$ cat config.mk
export PLATFORM = sky130hd
export DESIGN_NAME = uart_tx_fifo_reader
export DESIGN_NICKNAME = d
export VERILOG_FILES = /design/src/rtl/uart_tx_fifo_reader.sv
export SDC_FILE = /design/constraint.sdc
export NUM_CORES = 1
export LEC_CHECK = 0
export BUFFER_PORTS_ARGS = -buffer_cell sky130_fd_sc_hd__buf_2
export CORE_AREA = 10 10 72 74
export CTS_BUF_LIST = sky130_fd_sc_hd__clkbuf_4 sky130_fd_sc_hd__clkbuf_8
export DETAILED_ROUTE_END_ITERATION = 7
export DIE_AREA = 0 0 82 84
export PLACE_DENSITY_LB_ADDON = 0.05
export SYNTH_ARGS = -nofsm -noshare
export SYNTH_HDL_FRONTEND = slang
export SYNTH_SLANG_ARGS = --single-unit
$ cat constraint.sdc
create_clock -name i_rd_clk -period 4.2 [get_ports i_rd_clk]
set_input_delay 0.21 -clock i_rd_clk [delete_from_list [all_inputs] [get_ports i_rd_clk]]
set_output_delay 0.21 -clock i_rd_clk [all_outputs]
set_load 0.01 [all_outputs]
$ cat src/rtl/uart_tx_fifo_reader.sv
// TX FIFO read-side consumer: pops one byte per frame and serialises it as 8N1 UART, LSB first.
// Define UART_TX_PARITY_EN to insert an even-parity bit between the data bits and the stop bit.
module uart_tx_fifo_reader #(
  parameter int unsigned W_DATA       = 8,
  parameter int unsigned CLKS_PER_BIT = 434,
  parameter int unsigned CNT_W        = 16
) (
  input  logic              i_rd_clk,
  input  logic              i_rd_rstn,
  input  logic              i_tx_en,
  input  logic              i_fifo_empty,
  input  logic [W_DATA-1:0] i_RDATA,
  output logic              o_rd_en,
  output logic              o_tx,
  output logic              o_busy,
  output logic              o_byte_done,
  output logic [CNT_W-1:0]  o_tx_cnt
);

  localparam int unsigned BAUD_W = (CLKS_PER_BIT > 1) ? $clog2(CLKS_PER_BIT) : 1;
  localparam int unsigned BIT_W  = (W_DATA > 1) ? $clog2(W_DATA) : 1;
  localparam logic [BAUD_W-1:0] BAUD_LAST = BAUD_W'(CLKS_PER_BIT - 1);
  localparam logic [BIT_W-1:0]  BIT_LAST  = BIT_W'(W_DATA - 1);

  typedef enum logic [2:0] {
    IDLE,
    FETCH,
    LOAD,
    START,
    DATA,
`ifdef UART_TX_PARITY_EN
    PARITY,
`endif
    STOP
  } state_t;

  state_t              state_q, state_n;
  logic [BAUD_W-1:0]   baud_q, baud_n;
  logic [BIT_W-1:0]    bit_q, bit_n;
  logic [W_DATA-1:0]   shift_q, shift_n;
  logic                bit_end;
  logic                timed;
  logic                tx_n;
  logic                rd_en_n;
  logic                busy_n;
  logic                done_n;
`ifdef UART_TX_PARITY_EN
  logic                par_q, par_n;
`endif

  // State register plus registered outputs, all derived from next-state values
  always_ff @(posedge i_rd_clk or negedge i_rd_rstn) begin
    if (!i_rd_rstn) begin
      state_q     <= IDLE;
      baud_q      <= '0;
      bit_q       <= '0;
      shift_q     <= '0;
      o_tx        <= 1'b1;
      o_rd_en     <= 1'b0;
      o_busy      <= 1'b0;
      o_byte_done <= 1'b0;
      o_tx_cnt    <= '0;
`ifdef UART_TX_PARITY_EN
      par_q       <= 1'b0;
`endif
    end else begin
      state_q     <= state_n;
      baud_q      <= baud_n;
      bit_q       <= bit_n;
      shift_q     <= shift_n;
      o_tx        <= tx_n;
      o_rd_en     <= rd_en_n;
      o_busy      <= busy_n;
      o_byte_done <= done_n;
      if (done_n) begin
        o_tx_cnt <= o_tx_cnt + CNT_W'(1);
      end
`ifdef UART_TX_PARITY_EN
      par_q       <= par_n;
`endif
    end
  end

  // Next-state, bit timing and next output values
  always_comb begin
    state_n = state_q;
    baud_n  = baud_q;
    bit_n   = bit_q;
    shift_n = shift_q;
    tx_n    = 1'b1;
    rd_en_n = 1'b0;
    busy_n  = 1'b0;
    done_n  = 1'b0;
`ifdef UART_TX_PARITY_EN
    par_n   = par_q;
`endif

    bit_end = (baud_q == BAUD_LAST);
    timed   = (state_q != IDLE) && (state_q != FETCH) && (state_q != LOAD);
    if (timed) begin
      baud_n = bit_end ? '0 : baud_q + BAUD_W'(1);
    end

    case (state_q)
      IDLE: begin
        if (i_tx_en && !i_fifo_empty) begin
          state_n = FETCH;
        end
      end
      FETCH: state_n = LOAD;
      LOAD: begin
        shift_n = i_RDATA;
        baud_n  = '0;
        bit_n   = '0;
`ifdef UART_TX_PARITY_EN
        par_n   = ^i_RDATA;
`endif
        state_n = START;
      end
      START: begin
        if (bit_end) begin
          bit_n   = '0;
          state_n = DATA;
        end
      end
      DATA: begin
        if (bit_end) begin
          shift_n = shift_q >> 1;
          bit_n   = bit_q + BIT_W'(1);
          if (bit_q == BIT_LAST) begin
`ifdef UART_TX_PARITY_EN
            state_n = PARITY;
`else
            state_n = STOP;
`endif
          end
        end
      end
`ifdef UART_TX_PARITY_EN
      PARITY: begin
        if (bit_end) begin
          state_n = STOP;
        end
      end
`endif
      STOP: begin
        if (bit_end) begin
          state_n = IDLE;
        end
      end
      default: state_n = IDLE;
    endcase

    // Outputs are registered from the next state so they line up with the state they describe
    case (state_n)
      START:   tx_n = 1'b0;
      DATA:    tx_n = shift_n[0];
`ifdef UART_TX_PARITY_EN
      PARITY:  tx_n = par_n;
`endif
      default: tx_n = 1'b1;
    endcase
    rd_en_n = (state_n == FETCH);
    busy_n  = (state_n != IDLE);
    done_n  = (state_n == STOP) && (baud_n == BAUD_LAST);
  end

endmodule

==> metrics.md <==
| Metric | Value |
|---|---|
| Vias in the first global route | `1684` |
| # port buffers | `31` |
| Power Dens Cells | `roughly 300 nW/um^2` |
| CTS Sinks | `43` |
| Remaining routing DRC violations | `0` |
| Layout area overhead | `12.54%` |
| Distinct cells, synth | `47` |
| Largest net degree at the start of global routing | `44` |
| N_diodes | `0` |
| Worst-path maximum fanout | `16` |
| Mapped Area | `2225 sq um` |
| Pre-CTS setup slack | `1545 ps` |
| Min cycle time layout | `2666 ps` |
| Initial Utilization | `0.5769` |
| Lkg Pwr | `1.255 nW` |
| Worst flop-to-flop path startpoint | `baud_q[0]` |
| Placed Area | `2390 sq um` |
| Rel. slew slack | `0.3796` |
| Vias | `1699` |
| Die Area | `6888 sq um` |
| Remaining Overflow, GRT | `0` |
| CP startpoint kind | `register` |
| Post-synthesis cell count | `212` |
| NumNets Final | `259` |
| Max-Cap Viols | `0` |
| CP required | `about 4400 ps` |
| Number of DRC markers in iteration 0 | `83` |
| Post-CTS Hold Buffers | `0` |
| Worst Path Arrival | `2850 ps` |
| Asr flop ratio synth | `1.000` |
| CTS tree | `yes` |
| Die Ht | `between 80 and 90 um` |
| Critical path cell sequence | `ha_1, nand3_2, nor2_1, mux2_2, nor4_4, nand2_2, mux2_1` |
| Worst-path clk slew | `80 ps` |
| Via density | `5.799` |
| Clock insertion delay at the later pin of the skew report | `290 ps` |
| Crit path kind | `register to register` |
| EDFF count, synth | `0` |
| Max frequency | `0.3751 GHz` |
| Commonest cells after routing, fill and taps aside | `dfrtp_1 (42), buf_2 (31), xnor2_1 (20), nand2_1 (19), nor2_1 (15)` |
| Cell depth of the worst setup path | `7` |
| Row count | `23` |
| Endpoints failing hold | `0` |
| Number of H-tree levels | `2` |
| First-pass GRT wire length | `7941 um` |
| R2r setup slk | `1530 ps` |
| Max incr delay on CP | `710 ps` |
| Core Region | `3856 sq um` |
| Synthesized Nets | `229` |
| Final WL | `about 4700 um` |
| Slew Viols, Final | `0` |
| CP delay by family, top | `simple AND/OR/NAND/NOR gates` |
| Total CTS buffers | `5` |
| Final setup margin | `1534 ps` |
| Hpwl dp | `around 3500 um` |
| Initial antenna violation count | `0` |
| CP bufs+invs | `0` |
| Critical Path End Type | `register` |
| Root Driver | `clkbuf_8` |
| Clk_skew | `10.12 ps` |
| Mean area per synthesized cell | `~10 sq um` |
| Antenna Nets Post-Route | `0` |
| Fin area | `2504 sq um` |
| Post-CTS Setup Bufs | `0` |
| Die width | `82 um` |
| Top FF cell, synth | `dfrtp_1` |
| CTS Buffer Depth | `2` |
| Post-CTS Resized | `0` |
| Yosys warning total | `0` |
| Commonest non-fill, non-tap cell in the layout | `dfrtp_1` |
| Layout cells sized above 1 | `0.2099` |
| Ports | `32` |
| Crit path max-delay cell type | `nor4_4` |
| Reg2reg end | `o_tx_cnt[1]` |
| Routed length per instance | `about 16 um` |
| FF-to-FF path depth | `7` |
| Placed Cells | `285` |
| GRT Resource Usage Total | `0.1412` |
| Final Wtd Congestion | `0.8174` |
| Worst hold slack | `58.50 ps` |
| Sequential area share after synthesis | `0.4843` |
| Status | `finished clean` |
| RSZ-0062 raised after global routing | `no` |
| Setup-failing EPs final | `0` |
| Hold Path Class | `primary input to async pin` |
| Max VDD drop | `223.9 uV` |
| Tcrit/Tclk final | `0.6347` |
| Drt first pass iters | `4` |
| Fin cells | `293` |
| #FFs+latches synth | `43` |
| Setup_tns | `0 ps` |
| Slew @ Worst Pin | `slightly above 900 ps` |
cells in the mapped netlist, drive strengths merged, types with 4 or more instances:
cell | n | area [sq um]
dfrtp | 42 | 1051
nand2 | 20 | 77.58
xnor2 | 20 | 175.2
nor2 | 16 | 62.56
and3 | 14 | 87.58
nand4 | 12 | 75.07
nand3 | 11 | 60.06
a22oi | 8 | 60.06
o21ai | 8 | 40.04
buf | 7 | 52.54
ha | 5 | 62.56
nand2b | 5 | 31.28
inv | 4 | 15.01
nor3 | 4 | 31.28
through the flow:
step             util  total power [W]
6_report       0.6493        0.0007543
5_1_grt        0.6493        0.0007895
4_1_cts        0.6493        0.0007638
3_5_place_dp   0.6197        0.0004448
3_3_place_gp   0.6197        0.0004437
2_1_floorplan       -        0.0004304
sequential cells by signal, indices dropped and copies added (netlist names):
register	cells
baud_q	9
bit_q	3
o_busy	1
o_byte_done	1
o_rd_en	1
o_tx	1
o_tx_cnt	16
shift_q	8
state_q	3
worst max-delay path by stage:
stage / slack (ps) / start / end
CTS: 1540 / baud_q[0] / o_tx_cnt[1]
floorplan: 2030 / baud_q[0] / o_tx_cnt[1]
detailed placement: 1550 / baud_q[0] / o_tx_cnt[1]
finish: 1530 / baud_q[0] / o_tx_cnt[1]
global route: 1300 / baud_q[0] / o_tx_cnt[1]
global placement: 1640 / baud_q[0] / o_tx_cnt[1]
cells by family after synthesis:
| group | Yosys count | synth area share |
|---|---|---|
| mux | 2 | 0.01012 |
| simple gates | 98 | 0.2565 |
| fa+ha+maj | 5 | 0.02812 |
| compound gates | 31 | 0.1086 |
| xor+xnor | 20 | 0.07874 |
| flops | 43 | 0.4843 |
| buf+inv | 13 | 0.03374 |
per-layer routing:
layer	track usage	up-vias	part of all wire
li1	-	823	-
met1	0.1742	838	0.43
met2	0.2311	32	0.50
met3	0.04203	6	0.058
met4	0.03560	0	0.012
met5	0	-	0
report_power, final:
group,internal (W),switching [W],leakage (nW)
combinational,0.00000527,0.0000111,0.656
sequential,0.000418,0.00000199,0.540
clock,0.000191,0.000128,0.0593
layout make-up:
cell class / instances / area (sq um)
multi-input cells: 156 / 1072
clock buffers: 7 / 83.83
repair buffers: 32 / 162.7
inverters: 4 / 15.01
well taps: 50 / 62.56
fillers: 332 / 1353
clock inverters: 1 / 30.03
flip-flops and latches: 43 / 1077
Note: power is estimated with default switching activity, not from simulation.
